--- src/rtl/infrared_rcv.sv ---
// NEC infrared receiver: synchronizes the IR pin, measures pulse widths and decodes checked frames.
// Optional repeat-code support is built when IR_REPEAT_EN is defined.
module infrared_rcv #(
    parameter int unsigned CLK_FREQ_MHZ = 50,
    parameter int unsigned TIMEOUT_US   = 12000,
    // Divides every timing window; 1 for real hardware, larger to shorten simulation.
    parameter int unsigned TIME_DIV     = 1
) (
    input  logic        sys_clk,
    input  logic        sys_rst_n,
    input  logic        infrared_in,
    output logic [19:0] data,
    output logic        frame_vld,
    output logic        repeat_en
);

    localparam logic [19:0] LeadLowMin  = 20'(8000 * CLK_FREQ_MHZ / TIME_DIV);
    localparam logic [19:0] LeadLowMax  = 20'(10000 * CLK_FREQ_MHZ / TIME_DIV);
    localparam logic [19:0] LeadHighMin = 20'(4000 * CLK_FREQ_MHZ / TIME_DIV);
    localparam logic [19:0] LeadHighMax = 20'(5000 * CLK_FREQ_MHZ / TIME_DIV);
    localparam logic [19:0] ShortMin    = 20'(400 * CLK_FREQ_MHZ / TIME_DIV);
    localparam logic [19:0] ShortMax    = 20'(700 * CLK_FREQ_MHZ / TIME_DIV);
    localparam logic [19:0] LongMin     = 20'(1400 * CLK_FREQ_MHZ / TIME_DIV);
    localparam logic [19:0] LongMax     = 20'(1900 * CLK_FREQ_MHZ / TIME_DIV);
    localparam logic [19:0] Timeout     = 20'(TIMEOUT_US * CLK_FREQ_MHZ / TIME_DIV);

    typedef enum logic [2:0] {StIdle, StLeadLow, StLeadHigh, StBitLow, StBitHigh} state_e;

    state_e      r_state, w_state_d;
    logic [2:0]  r_sync;
    logic [19:0] r_cnt;
    logic [31:0] r_shift;
    logic [4:0]  r_bitcnt;
    logic        r_done;
    logic [19:0] r_data;
    logic        r_frame_vld;
    logic        w_fall, w_rise, w_clr, w_shift, w_bit, w_last, w_frame_ok;

    function automatic logic in_win(input logic [19:0] v, input logic [19:0] lo,
                                    input logic [19:0] hi);
        return (v >= lo) && (v <= hi);
    endfunction

    assign w_fall     = r_sync[2] & ~r_sync[1];
    assign w_rise     = ~r_sync[2] & r_sync[1];
    assign w_frame_ok = (r_shift[7:0] == ~r_shift[15:8]) && (r_shift[23:16] == ~r_shift[31:24]);

`ifdef IR_REPEAT_EN
    localparam logic [19:0] RepeatMin = 20'(2000 * CLK_FREQ_MHZ / TIME_DIV);
    localparam logic [19:0] RepeatMax = 20'(2500 * CLK_FREQ_MHZ / TIME_DIV);
    logic w_rep, r_rep_pend, r_got_frame, r_repeat_en;
`endif

    always_comb begin
        w_state_d = r_state;
        w_clr     = 1'b0;
        w_shift   = 1'b0;
        w_bit     = 1'b0;
        w_last    = 1'b0;
`ifdef IR_REPEAT_EN
        w_rep     = 1'b0;
`endif
        if (r_state != StIdle && r_cnt >= Timeout) begin
            w_state_d = StIdle;
        end else begin
            unique case (r_state)
                StIdle: if (w_fall) w_state_d = StLeadLow;
                StLeadLow: if (w_rise) begin
                    w_state_d = in_win(r_cnt, LeadLowMin, LeadLowMax) ? StLeadHigh : StIdle;
                end
                StLeadHigh: if (w_fall) begin
                    w_state_d = StIdle;
                    if (in_win(r_cnt, LeadHighMin, LeadHighMax)) begin
                        w_clr     = 1'b1;
                        w_state_d = StBitLow;
                    end
`ifdef IR_REPEAT_EN
                    else if (in_win(r_cnt, RepeatMin, RepeatMax)) begin
                        w_rep = 1'b1;
                    end
`endif
                end
                StBitLow: if (w_rise) begin
                    w_state_d = in_win(r_cnt, ShortMin, ShortMax) ? StBitHigh : StIdle;
                end
                StBitHigh: if (w_fall) begin
                    w_state_d = StIdle;
                    if (in_win(r_cnt, ShortMin, ShortMax) || in_win(r_cnt, LongMin, LongMax)) begin
                        w_shift = 1'b1;
                        w_bit   = in_win(r_cnt, LongMin, LongMax);
                        if (r_bitcnt == 5'd31) w_last = 1'b1;
                        else                   w_state_d = StBitLow;
                    end
                end
                default: w_state_d = StIdle;
            endcase
        end
    end

    always_ff @(posedge sys_clk or negedge sys_rst_n) begin
        if (!sys_rst_n) begin
            r_sync      <= 3'b111;
            r_cnt       <= '0;
            r_state     <= StIdle;
            r_shift     <= '0;
            r_bitcnt    <= '0;
            r_done      <= 1'b0;
            r_data      <= '0;
            r_frame_vld <= 1'b0;
        end else begin
            r_sync  <= {r_sync[1:0], infrared_in};
            r_state <= w_state_d;
            if (w_fall || w_rise)  r_cnt <= '0;
            else if (r_cnt != '1) r_cnt <= r_cnt + 20'd1;
            // Right shift: the first received bit ends up in bit 0 after 32 bits.
            if (w_clr) begin
                r_shift  <= '0;
                r_bitcnt <= '0;
            end else if (w_shift) begin
                r_shift  <= {w_bit, r_shift[31:1]};
                r_bitcnt <= r_bitcnt + 5'd1;
            end
            r_done      <= w_last;
            r_frame_vld <= r_done & w_frame_ok;
            if (r_done && w_frame_ok) r_data <= {12'b0, r_shift[23:16]};
        end
    end

`ifdef IR_REPEAT_EN
    always_ff @(posedge sys_clk or negedge sys_rst_n) begin
        if (!sys_rst_n) begin
            r_rep_pend  <= 1'b0;
            r_got_frame <= 1'b0;
            r_repeat_en <= 1'b0;
        end else begin
            r_rep_pend  <= w_rep;
            r_repeat_en <= r_rep_pend & r_got_frame;
            if (r_done && w_frame_ok) r_got_frame <= 1'b1;
        end
    end
    assign repeat_en = r_repeat_en;
`else
    assign repeat_en = 1'b0;
`endif

    assign data      = r_data;
    assign frame_vld = r_frame_vld;

endmodule

--- config.mk ---
export PLATFORM = sky130hd
export DESIGN_NAME = infrared_rcv
export DESIGN_NICKNAME = d
export VERILOG_FILES = /design/src/rtl/infrared_rcv.sv
export SDC_FILE = /design/constraint.sdc
export NUM_CORES = 1
export LEC_CHECK = 0
export CAP_MARGIN = 10
export CORE_ASPECT_RATIO = 0.75
export CORE_MARGIN = 2
export CORE_UTILIZATION = 25
export CTS_CLUSTER_SIZE = 20
export DETAILED_ROUTE_END_ITERATION = 12
export GPL_TIMING_DRIVEN = 0
export PLACE_DENSITY_LB_ADDON = 0.1
export SLEW_MARGIN = 20
export SYNTH_ARGS = -nofsm -noshare
export SYNTH_HDL_FRONTEND = slang
export SYNTH_SLANG_ARGS = --single-unit
export TNS_END_PERCENT = 5
--- constraint.sdc ---
create_clock -name sys_clk -period 7.5 [get_ports sys_clk]
set_clock_uncertainty 0.1 [all_clocks]
set_input_delay 1.5 -clock sys_clk [delete_from_list [all_inputs] [get_ports sys_clk]]
set_output_delay 1.5 -clock sys_clk [all_outputs]
set_load 0.02 [all_outputs]
Word level (Yosys, flattened, before mapping)
Index checks and enable logic that the tools add are counted.

storage, ports and cells
  register bits = 73
  output and inout port bits = 22
  word-level logic and storage cells = 88

operators by class
  add/subtract/negate cells = 2
  $lt $le $gt $ge = 9
  equal/unequal tests = 13
  mux-type cells = 35
  bitwise operators = 7
  reduce and logical (&&, ||, !) cells = 14

operator list
  kind                                                                                count
  32-bit two-way mux                                                                  2
  20-bit two-way mux                                                                  2
  3-bit two-way mux                                                                   7
  20-bit by 1-bit adder with 20-bit output, second input constant                     1
  20-bit by 15-bit >= comparator with 1-bit output, second input constant             1
  20-bit by 17-bit >= comparator with 1-bit output, second input constant             1
  20-bit by 18-bit >= comparator with 1-bit output, second input constant             1
  20-bit by 19-bit >= comparator with 1-bit output, second input constant             1
  20-bit >= comparator, second input constant                                         1
  20-bit by 16-bit less-or-equal comparator with 1-bit output, second input constant  1
  20-bit by 17-bit less-or-equal comparator with 1-bit output, second input constant  1
  20-bit by 18-bit less-or-equal comparator with 1-bit output, second input constant  1
  20-bit by 19-bit less-or-equal comparator with 1-bit output, second input constant  1
  20-bit != test, second input constant                                               1
  1-bit two-way mux                                                                   17
  8-bit == test                                                                       2
  8-bit inverter                                                                      2
  3-bit != test, second input constant                                                5
  3-bit case mux with 5 select lines                                                  1
  5-bit two-way mux                                                                   2
  2-bit two-way mux                                                                   4
  1-bit logical AND                                                                   7
  3-bit by 2-bit == test with 1-bit output, second input constant                     2
  5-bit by 1-bit adder with 5-bit output, second input constant                       1
  10 further kinds                                                                    15

Logic depth before layout (Yosys ltp)
Gate-level depths: netlist of run 1.

  word-level depth = 9
  gate-level depth with buffers = 9

Least setup slack after synthesis of run 1
OpenSTA, ideal clock, no wires.

  path kind = register -> register
  from = register r_cnt[6]
  to = register r_bitcnt[4]
  setup time = 0.124 ns
  arrival time = 2.120 ns
  setup slack = 5.157 ns
  stages on the path, launching flop included = 9
  buffers on the path = 2
  period minus slack after synthesis = 2.343 ns
  cells stage by stage = dfrtp_1 or4_1 or4_4 a21boi_4 a21oi_2 a21o_1 buf_6 buf_6 mux2i_1

between the ends
  cells in the longest elaborated chain, start to end = 8
  elaborated cells on any way between the ends = 22
  those cells by class = order compare: 7; mux: 9; reduce/logical: 6

RTL lines
  item                                                                      line  text
  start: declaration                                                        31    logic [19:0] r_cnt;
  start signal: assignment                                                  114   else if (r_cnt != '1) r_cnt <= r_cnt + 20'd1;
  20-bit by 15-bit >= comparator with 1-bit output (tied with other cells)  41    return (v >= lo) && (v <= hi);
  1-bit logical AND                                                         41
  1-bit logical OR                                                          88    if (in_win(r_cnt, ShortMin, ShortMax) || in_win(r_cnt, LongMin, LongMax)) begin
  1-bit two-way mux                                                         88
  1-bit two-way mux                                                         86    StBitHigh: if (w_fall) begin
  1-bit two-way mux                                                         66    unique case (r_state)
  1-bit two-way mux                                                         63    if (r_state != StIdle && r_cnt >= Timeout) begin
  2-bit nonzero test (no line)                                              -
  end signal: assignment                                                    121   r_bitcnt <= r_bitcnt + 5'd1;
  end: declaration                                                          33    logic [4:0] r_bitcnt;

Several ways; a longest one is shown, not always the timed one.
A chain may end at the register's enable or synchronous reset.

Worst setup path after layout of run 1
  from = register r_data[6], in the netlist data[6]
  to = output port data[6]

RTL lines
  item                      line  text
  start: declaration        35    logic [19:0] r_data;
  start signal: assignment  125   if (r_done && w_frame_ok) r_data <= {12'b0, r_shift[23:16]};
  end: declaration          12    output logic [19:0] data,

No word-level cell between the ends.

==> run_results.csv, run 1 <==
group,metric,value,unit
critical_path,start_kind,"flop",
critical_path,path_class,"reg2out",
logic_synthesis,yosys.area.top_type,"dfrtp_1",
floorplan,chipWidth,153.5,µm
place,io_buffers,11,
clocking,ctsRootBufferMaster,"clkbuf_16",
clocking,cts_buffers,9,
sta,slew_headroom,46.11,%
critical_path,required,5.90,ns
power,power.leakage,2.378,nW
finish,nets,494,
place,placed_cell_area,4642,µm²
grt,antenna_found_initial,0,
power,power_per_cell_area,197.5,nW/µm²
critical_path,cpLargestDelayFamily,"buffers and inverters",
logic_synthesis,netlist_top_cells_area,"dfrtp_1 42%, mux2i_1 9.1%, nand2_1 7.3%, xor2_1 3.6%, xnor2_1 3.1%",
detailed_routing,via_count,3249,
logic_synthesis,yosys_warnings,0,
grt,grt_use_total,13.07,%
grt,gr-total-overflow,0,
power,power,0.9858,mW
power,combPwrFrac,6.4,%
detailed_routing,detail_route.first_pass.iterations,4,
power,p_seq_share,41.5,%
place,place_ws,4.786,ns
critical_path,path_buf_inv,1,
sta,hold_violations,0,
clocking,cts_buffer_depth,2,
critical_path,cp_max_fo,2,
floorplan,die_y,116.2,µm
finish,fin_area,4992,µm²
finish,multiInputGateArea,2126,µm²
sta,fin_crit,2.899,ns
min_path,min_from,"r_sync[0]$_DFF_PN1_",
power,switching_share,23.56,%
power,ir_drop,0.09500,mV
logic_synthesis,ys.flop_type,"dfrtp_1",
clocking,cts_setup_buffers,0,
min_path,min_path_type,"reg2reg",
critical_path,r2r-start,"r_cnt[5]$_DFFE_PN0P_",
logic_synthesis,async_flop_share,100.0,%
finish,nFillCells,1736,
detailed_routing,wl_per_cell,15.20,µm
clocking,clkTransAtPathRegs,0.06,ns
grt,grt_max_degree,52,
place,place_hpwl,7757,µm
logic_synthesis,synth-seq-area-share,43.66,%
logic_synthesis,syn_inst,450,
critical_path,arrival,1.30,ns
logic_synthesis,syn-mean-instance-area,9.317,µm²
sta,worstMarginPinSlew,0.8016,ns
sta,rsz0062_at_grt,"false",
grt,grt_pass1_vias,3292,
finish,drive_above_1_share,11.22,%
finish,n_antenna_cell,0,
sta,setup_tns,0,ns
finish,instances_no_fill,700,
finish,seqCellArea,1831,µm²
logic_synthesis,ys_ff_latch,73,
place,dpl.cell_count,684,
power,p_int,0.7535,mW
logic_synthesis,netlist_area,4193,µm²
clocking,cts_repair_resize_count,0,
floorplan,start_util,25.86,%
clocking,insertion_delay,0.35,ns
sta,fmax,345.0,MHz
clocking,cts.sinks,73,
detailed_routing,drtIter0Drc,253,
sta,postLayoutSetupSlackWorst,4.601,ns
sta,finalMaxSlewViolations,0,
detailed_routing,antenna_left,0,
place,place.gp.congestion,0.8298,
critical_path,slowest_stage,"clkdlybuf4s50_1",
logic_synthesis,yosysTopAreaCellShare,41.78,%
critical_path,path_cells,"clkdlybuf4s50_1",
logic_synthesis,synth-edff-count,0,
grt,grt_pass1_wl,18080,µm
floorplan,ios,25,
sta,fin_crit_sh,38.65,%
detailed_routing,detail_route.vias_per_cell,4.641,
sta,finalSetupViolCount,0,
critical_path,cpPeakStageDelay,0.60,ns
floorplan,core_area,16220,µm²
logic_synthesis,synth_common_cells,"82 x nand2_1, 70 x dfrtp_1, 38 x mux2i_1",
critical_path,setup.worst_path.start,"data[6]$_DFFE_PN0P_",
logic_synthesis,synth.distinct_cells,57,
critical_path,end_kind,"output port",
job,maxCapViolations,0,
detailed_routing,routed_wl,10640,µm
power,power.switching,0.2323,mW
power,clockPowerShare,52.1,%
detailed_routing,drc,0,
status,outcome,"finished, final reports clean",
clocking,tritoncts,"built",
floorplan,die_area,17830,µm²
logic_synthesis,synth.most_common_cell,"nand2_1",
clocking,cts_hold_buf,0,
floorplan,fp-row-count,40,
finish,syn2layout_area_growth,19.07,%
clocking,htree_levels,3,
worst paths after layout:
path | depth (start not counted) | endpoint | slack [ns]
worst max-delay path | 1 | data[6] | 4.60
worst min-delay path | 0 | r_sync[1]$_DFF_PN1_ | 0.25
worst max register to register | 8 | r_cnt[18]$_DFFE_PN0P_ | 4.71
worst min register to register | 0 | r_sync[1]$_DFF_PN1_ | 0.25
max in group asynchronous | 2 | r_shift[20]$_DFFE_PN0P_ | 5.78
min in group asynchronous | 1 | r_cnt[18]$_DFFE_PN0P_ | 0.96
power groups by stage:
stage,Sequential [mW],Clock [mW],Combinational [mW]
final,0.409,0.514,0.0630
after global routing,0.410,0.545,0.0722
after CTS,0.409,0.532,0.0642
after detailed placement,0.416,0,0.0638
after global placement,0.416,0,0.0625
after floorplan,0.414,0,0.0433
state kept, by name, summed over array words and instances (netlist names):
register / cells
r_bitcnt: 5
frame_vld: 1
r_sync: 3
r_done: 1
r_cnt: 20
r_shift: 32
r_state: 3
data: 8
logic make-up after synthesis:
family	share of synthesized area, %
adder cells (fa/ha/maj)	1.790
AND/OR/NAND/NOR	23.01
XOR/XNOR	6.685
AO/OA/AOI/OAI	8.834
other	0.08944
buffers and inverters	6.863
flip-flops	43.66
multiplexers	9.072
final cells by class:
type	instances	area share, %
plain buffers	40	4.712
clock buffers	9	4.511
clock inverters	7	2.506
inverters	14	1.053
multi-input cells	335	42.58
flip-flops and latches	73	36.67
well taps	210	5.263
repair buffers	12	2.707
metal layers:
| layer | vias up | routed length (µm) | global-route usage, % |
|---|---|---|---|
| met1 | 1540 | 5959 | 20.12 |
| met3 | 13 | 478 | 3.154 |
| li1 | 1621 | - | - |
| met2 | 75 | 4024 | 17.36 |
| met4 | 0 | 182 | 4.954 |
| met5 | - | 0 | 0 |
cell usage in the layout (no fill, tap or decap), drive strengths merged, types with 2 or more instances in the layout:
cell           netlist  routed
inv                 13      16
a21boi               2       2
nand2b               6       6
nor2b                2       2
dfrtp               70      70
o21a                 3       3
conb                 1      13
or3b                 4       4
dfstp                3       3
bufinv               0       3
mux2i               38      38
xnor2               15      15
a31o                 2       2
o21ai               11      11
and4                 2       2
ha                   6       6
a211o                3       3
a31oi                3       3
clkdlybuf4s50        0      10
nor4                13      13
a2111oi              2       2
clkbuf              17      26
o211ai               6       6
and2                 2       2
nor2                28      28
nand2               82      82
xor2                17      17
buf                 23      25
clkinv               1       2
or3                  5       5
nand4b               2       2
nand3               19      19
nand4                6       6
or4                  5       5
nand3b               2       2
nor3                 8       8
a21oi                7       7
and3                 7       7
metrics by stage:
step	util (%)	hold slack (ns)
final	30.79	0.2549
after CTS	30.79	0.2566
after detailed placement	28.63	0.2479
after global placement	28.43	0.2472
after global routing	30.79	0.2586
after floorplan	-	0.2452
Power figures use the tool's default switching activity.
==> inputs of run 2 (changes only) <==
clock period = 2.5 ns   (was 7.5 ns; I/O delays follow)
==> run 2 against run 1 <==
Hold slack about the same. The flow now finishes with violations (negative setup slack). Design area up 4.1%. Largest cell class unchanged. Routed wire length up 1.6%. Via count up 1.2%. Critical path type is now reg2reg. Register-to-register slack worse by 4.7 ns.
==> run_results.csv, run 2 (same netlist as run 1, synthesis figures left out) <==
group,metric,value,unit
floorplan,die_area,17830,µm²
sta,worstMarginPinSlew,0.8060,ns
sta,fin_crit_sh,101.0,%
detailed_routing,detail_route.vias_per_cell,4.662,
floorplan,chipWidth,153.5,µm
sta,whs,0.2549,ns
power,ir_drop,0.2817,mV
sta,finalMaxSlewViolations,0,
grt,grt_pass1_wl,18150,µm
place,placed_cell_area,4642,µm²
sta,finalSetupViolCount,30,
power,p_seq_share,41.5,%
grt,grt_pass1_vias,3281,
floorplan,ios,25,
status,violations,"negative setup slack",
finish,syn2layout_area_growth,23.96,%
finish,top_register,"r_shift",
power,clockPowerShare,51.9,%
min_path,min_from,"r_sync[0]$_DFF_PN1_",
clocking,insertion_delay,0.35,ns
clocking,clkTransAtPathRegs,0.06,ns
clocking,tritoncts,"built",
critical_path,start_kind,"flop",
detailed_routing,detail_route.first_pass.iterations,4,
grt,grt_max_degree,52,
sta,slew_headroom,45.82,%
power,power.leakage,2.512,nW
place,place_hpwl,7757,µm
critical_path,path_class,"reg2reg",
grt,antenna_found_initial,0,
clocking,cts.sinks,73,
clocking,htree_levels,3,
finish,fin_area,5197,µm²
place,dpl.cell_count,684,
finish,instances_no_fill,705,
detailed_routing,routed_wl,10810,µm
place,place.gp.congestion,0.8298,
critical_path,arrival,2.66,ns
min_path,min_to,"r_sync[1]$_DFF_PN1_",
sta,hold_violations,0,
finish,n_antenna_cell,0,
floorplan,die_y,116.2,µm
sta,rsz0062_at_grt,"true",
clocking,cts_buffers,9,
sta,postLayoutSetupSlackWorst,-0.02558,ns
clocking,cts_buffer_depth,2,
min_path,min_path_type,"reg2reg",
sta,fin_crit,2.526,ns
power,p_int,2.268,mW
finish,final_cell_mix,"81 x nand2_1, 68 x dfrtp_1, 38 x mux2i_1",
critical_path,cp_max_fo,10,
min_path,holdPathStages,0,
detailed_routing,wl_per_cell,15.33,µm
status,outcome,"finished, violations left",
power,power,2.966,mW
detailed_routing,via_count,3287,
detailed_routing,drc,0,
critical_path,required,2.63,ns
power,power.switching,0.6980,mW
detailed_routing,drtIter0Drc,296,
critical_path,end_kind,"flop",
power,switching_share,23.54,%
finish,final_common_cell,"nand2_1",
floorplan,core_area,16220,µm²
floorplan,fp-row-count,40,
finish,largest_reg_flops,32,
finish,nets,499,
place,io_buffers,11,
detailed_routing,antenna_left,0,
floorplan,start_util,25.86,%
sta,fmax,395.9,MHz
critical_path,r2r-start,"r_cnt[10]$_DFFE_PN0P_",
finish,drive_above_1_share,17.98,%
critical_path,worst-r2r-setup-slack,-0.03,ns
critical_path,r2r_cells,8,
grt,gr-total-overflow,0,
place,place_ws,-0.2141,ns
power,combPwrFrac,6.6,%
job,maxCapViolations,0,
critical_path,reg2reg_to,"r_shift[23]$_DFFE_PN0P_",
power,power_per_cell_area,570.6,nW/µm²
grt,grt_use_total,13.13,%
clocking,ctsRootBufferMaster,"clkbuf_16",
==> run 2: how the worst max path moves through the flow <==
stage	start	end	slack, ns	cells past startpoint
after floorplan	r_cnt[6]$_DFFE_PN0P_	r_bitcnt[4]$_DFFE_PN0P_	0.16	8
after global placement	sys_rst_n	data[0]$_DFFE_PN0P_	-2.00	1
after detailed placement	r_cnt[5]$_DFFE_PN0P_	r_cnt[18]$_DFFE_PN0P_	-0.21	8
after CTS	r_state[0]$_DFFE_PN0P_	r_bitcnt[1]$_DFFE_PN0P_	-0.06	8
after global routing	r_cnt[10]$_DFFE_PN0P_	r_shift[12]$_DFFE_PN0P_	-0.10	8
final	r_cnt[10]$_DFFE_PN0P_	r_shift[23]$_DFFE_PN0P_	-0.03	8
==> run 2: per-layer routing <==
metal | vias to the layer above | global-route usage (%) | part of all wire, %
met1 | 1581 | 20.10 | 56
met5 | - | 0 | 0
met4 | 0 | 4.587 | 1.5
li1 | 1629 | - | -
met2 | 63 | 17.63 | 38
met3 | 14 | 3.377 | 4.3
==> run 2: timing repair <==
action / 4_1_cts / 5_1_grt
hold endpoints to repair: 19 / 0
pin swaps: 4 / 2
resized for setup: 13 / 36
hold buffers: 1 / 0
setup endpoints to repair: 45 / 54
buffers inserted: 1 / 6
==> run 2: layout make-up <==
class / instances / area [µm²]
Sequential cell: 73 / 1833
Clock buffer: 9 / 225.2
Clock inverter: 7 / 125.1
Inverter: 14 / 52.55
Multi-Input combinational cell: 335 / 2227
Tap cell: 210 / 262.8
Timing Repair Buffer: 20 / 197.7
Buffer: 37 / 274.0
Fill cell: 1719 / 11020
==> run 2: power by group through the flow <==
stage / sequential [mW] / clock [mW] / combinational [mW]
floorplan: 1.24 / 0 / 0.130
global placement: 1.25 / 0 / 0.187
detailed placement: 1.25 / 0 / 0.191
CTS: 1.23 / 1.59 / 0.198
global route: 1.23 / 1.63 / 0.224
finish: 1.23 / 1.54 / 0.196
==> run 2: worst max-delay path: stages, from the launching register on <==
cell and delay, ns:
dfrtp_1 0.42, or4_1 0.54, or4_4 0.45, a21boi_4 0.20, a21oi_2 0.09, a21o_1 0.17, buf_6 0.15, buf_12 0.15
mux2i_1 0.12
==> run 2: stage by stage <==
stage / util, % / setup TNS, ns
floorplan: - / 0
global placement: 28.43 / -147.77
detailed placement: 28.63 / -4.217
CTS: 31.15 / -1.300
global route: 32.05 / -2.617
finish: 32.05 / -0.4278
==> inputs of run 3 (changes only) <==
ABC_CLOCK_PERIOD_IN_PS = 2500   (was default)
CORE_ASPECT_RATIO = 0.7   (was 0.75)
CTS_CLUSTER_SIZE = 12   (was 20)
==> run 3 against run 2 <==
The flow now finishes without violations. Sequential share of layout area is 0.55 points higher. Clock power shrank 9%. Sequential power about the same. First-iteration DRC count down 36%. Combinational power grew 2%. Final cell count grew 1.6%. Critical path depth unchanged. Global-route usage fell by 0.30 points. Worst setup slack gained 0.051 ns. Sequential cell count unchanged. Die area barely moved. Hold slack better by 0.00067 ns. Critical path type unchanged. Largest cell class unchanged. Highest routed layer unchanged.
==> run_results.csv, run 3 (same netlist as run 1, synthesis figures left out) <==
group,metric,value,unit
power,p_seq_share,43.4,%
grt,grt_pass1_vias,3263,
floorplan,die_y,112.4,µm
detailed_routing,drc,0,
critical_path,required,2.62,ns
sta,whs,0.2556,ns
power,power_per_cell_area,552.5,nW/µm²
sta,fin_crit_sh,98.97,%
detailed_routing,detail_route.first_pass.iterations,4,
clocking,tritoncts,"built",
floorplan,chipWidth,158.8,µm
clocking,cts_buffer_depth,2,
sta,finalSetupViolCount,0,
job,maxCapViolations,0,
critical_path,cpLargestDelayFamily,"simple AND/OR/NAND/NOR gates",
sta,fin_crit,2.474,ns
critical_path,path_class,"reg2reg",
finish,final_common_cell,"nand2_1",
clocking,clkTransAtPathRegs,0.06,ns
finish,largest_reg_flops,32,
power,p_int,2.153,mW
power,clockPowerShare,49.5,%
floorplan,core_area,16350,µm²
floorplan,fp-row-count,39,
critical_path,path_buf_inv,2,
min_path,holdPathStages,0,
detailed_routing,wl_met3,512,µm
detailed_routing,drtIter0Drc,188,
sta,fmax,404.2,MHz
power,combPwrFrac,7.1,%
detailed_routing,wl_per_cell,14.94,µm
finish,nets,495,
detailed_routing,wirelength_met1,6006,µm
min_path,min_path_type,"reg2reg",
clocking,cts_buffers,9,
sta,worstMarginPinSlew,0.7144,ns
clocking,insertion_delay,0.34,ns
finish,final_cell_mix,"81 x nand2_1, 69 x dfrtp_1, 38 x mux2i_1",
place,io_buffers,11,
critical_path,cpPeakStageDelay,0.53,ns
finish,syn2layout_area_growth,21.96,%
critical_path,cp_max_fo,10,
sta,slew_headroom,51.98,%
detailed_routing,detail_route.vias_per_cell,4.566,
finish,seqCellArea,1832,µm²
grt,grt_use_total,12.84,%
place,place.gp.congestion,0.8772,
power,switching_share,23.80,%
status,outcome,"finished, final reports clean",
power,power,2.825,mW
finish,nFillCells,1749,
clocking,htree_levels,3,
critical_path,start_kind,"flop",
clocking,ctsRootBufferMaster,"clkbuf_16",
detailed_routing,via_count,3269,
detailed_routing,top_layer_used,"met4",
critical_path,path_cells,"or4_1, or4_4, a21boi_4, a21oi_2, a21o_1, buf_6, buf_6, mux2i_1",
sta,hold_violations,0,
power,ir_drop,0.2602,mV
floorplan,ios,25,
floorplan,start_util,25.65,%
detailed_routing,routed_wl,10700,µm
critical_path,worstSetupPathDepth,8,
critical_path,arrival,2.59,ns
detailed_routing,dr_wl_met2,4032,µm
finish,instances_no_fill,716,
sta,rsz0062_at_grt,"true",
grt,antenna_found_initial,0,
sta,finalMaxSlewViolations,0,
finish,multiInputGateArea,2197,µm²
critical_path,slowest_stage,"or4_1",
grt,grt_pass1_wl,17910,µm
grt,grt_max_degree,50,
detailed_routing,antenna_left,0,
place,place_hpwl,7819,µm
power,power.leakage,2.460,nW
finish,n_antenna_cell,0,
grt,gr-total-overflow,0,
floorplan,die_area,17840,µm²
power,power.switching,0.6724,mW
clocking,cts.sinks,73,
critical_path,end_kind,"flop",
finish,top_register,"r_shift",
place,dpl.cell_count,699,
critical_path,cp_common_cell,"buf_6",
finish,drive_above_1_share,16.90,%
critical_path,r2r_cells,8,
## run 3: layout make-up
cell class,count,share of cell area [%]
plain buffers,35,4.894
clock buffers,9,4.404
clock inverters,7,1.811
inverters,14,1.028
multi-input cells,335,42.97
flip-flops and latches,73,35.82
well taps,225,5.505
repair buffers,18,3.572
## run 3: timing repair
action	CTS	global route
setup endpoints to repair	44	45
pin swaps	4	5
hold buffers	1	0
resized for setup	16	22
endpoints found under the hold margin	24	0
setup buffers	1	4
## run 3: layer usage
| metal | vias up | track usage [%] |
|---|---|---|
| li1 | 1610 | - |
| met3 | 9 | 3.437 |
| met1 | 1575 | 20.01 |
| met5 | - | 0 |
| met2 | 75 | 16.71 |
| met4 | 0 | 4.098 |
## run 3: worst paths after layout
| check | start | endpoint | slack [ns] |
|---|---|---|---|
| max | r_cnt[11]$_DFFE_PN0P_ | r_bitcnt[4]$_DFFE_PN0P_ | 0.03 |
| min | r_sync[0]$_DFF_PN1_ | r_sync[1]$_DFF_PN1_ | 0.26 |
| max reg2reg | r_cnt[11]$_DFFE_PN0P_ | r_bitcnt[4]$_DFFE_PN0P_ | 0.03 |
| min reg2reg | r_sync[0]$_DFF_PN1_ | r_sync[1]$_DFF_PN1_ | 0.26 |
| max in group asynchronous | sys_rst_n | r_sync[0]$_DFF_PN1_ | 1.18 |
| min in group asynchronous | sys_rst_n | r_cnt[0]$_DFFE_PN0P_ | 0.52 |
## run 3: per-stage QoR
stage / area, µm² / setup TNS [ns] / util, % / worst slack (ns)
2_1_floorplan: 4238 / 0 / - / 0.1565
3_3_place_gp: 4629 / -149.90 / 28.32 / -2.041
3_5_place_dp: 4661 / -4.167 / 28.51 / -0.1906
4_1_cts: 5029 / -0.07073 / 30.76 / -0.03546
5_1_grt: 5114 / -1.483 / 31.28 / -0.07227
6_report: 5114 / 0 / 31.28 / 0.02583
## run 3: power by group through the flow
stage	logic [mW]	registers [mW]	clock network [mW]
after floorplan	0.130	1.24	0
after global placement	0.190	1.25	0
after detailed placement	0.196	1.25	0
after CTS	0.202	1.23	1.45
after global routing	0.230	1.23	1.50
final	0.200	1.23	1.40
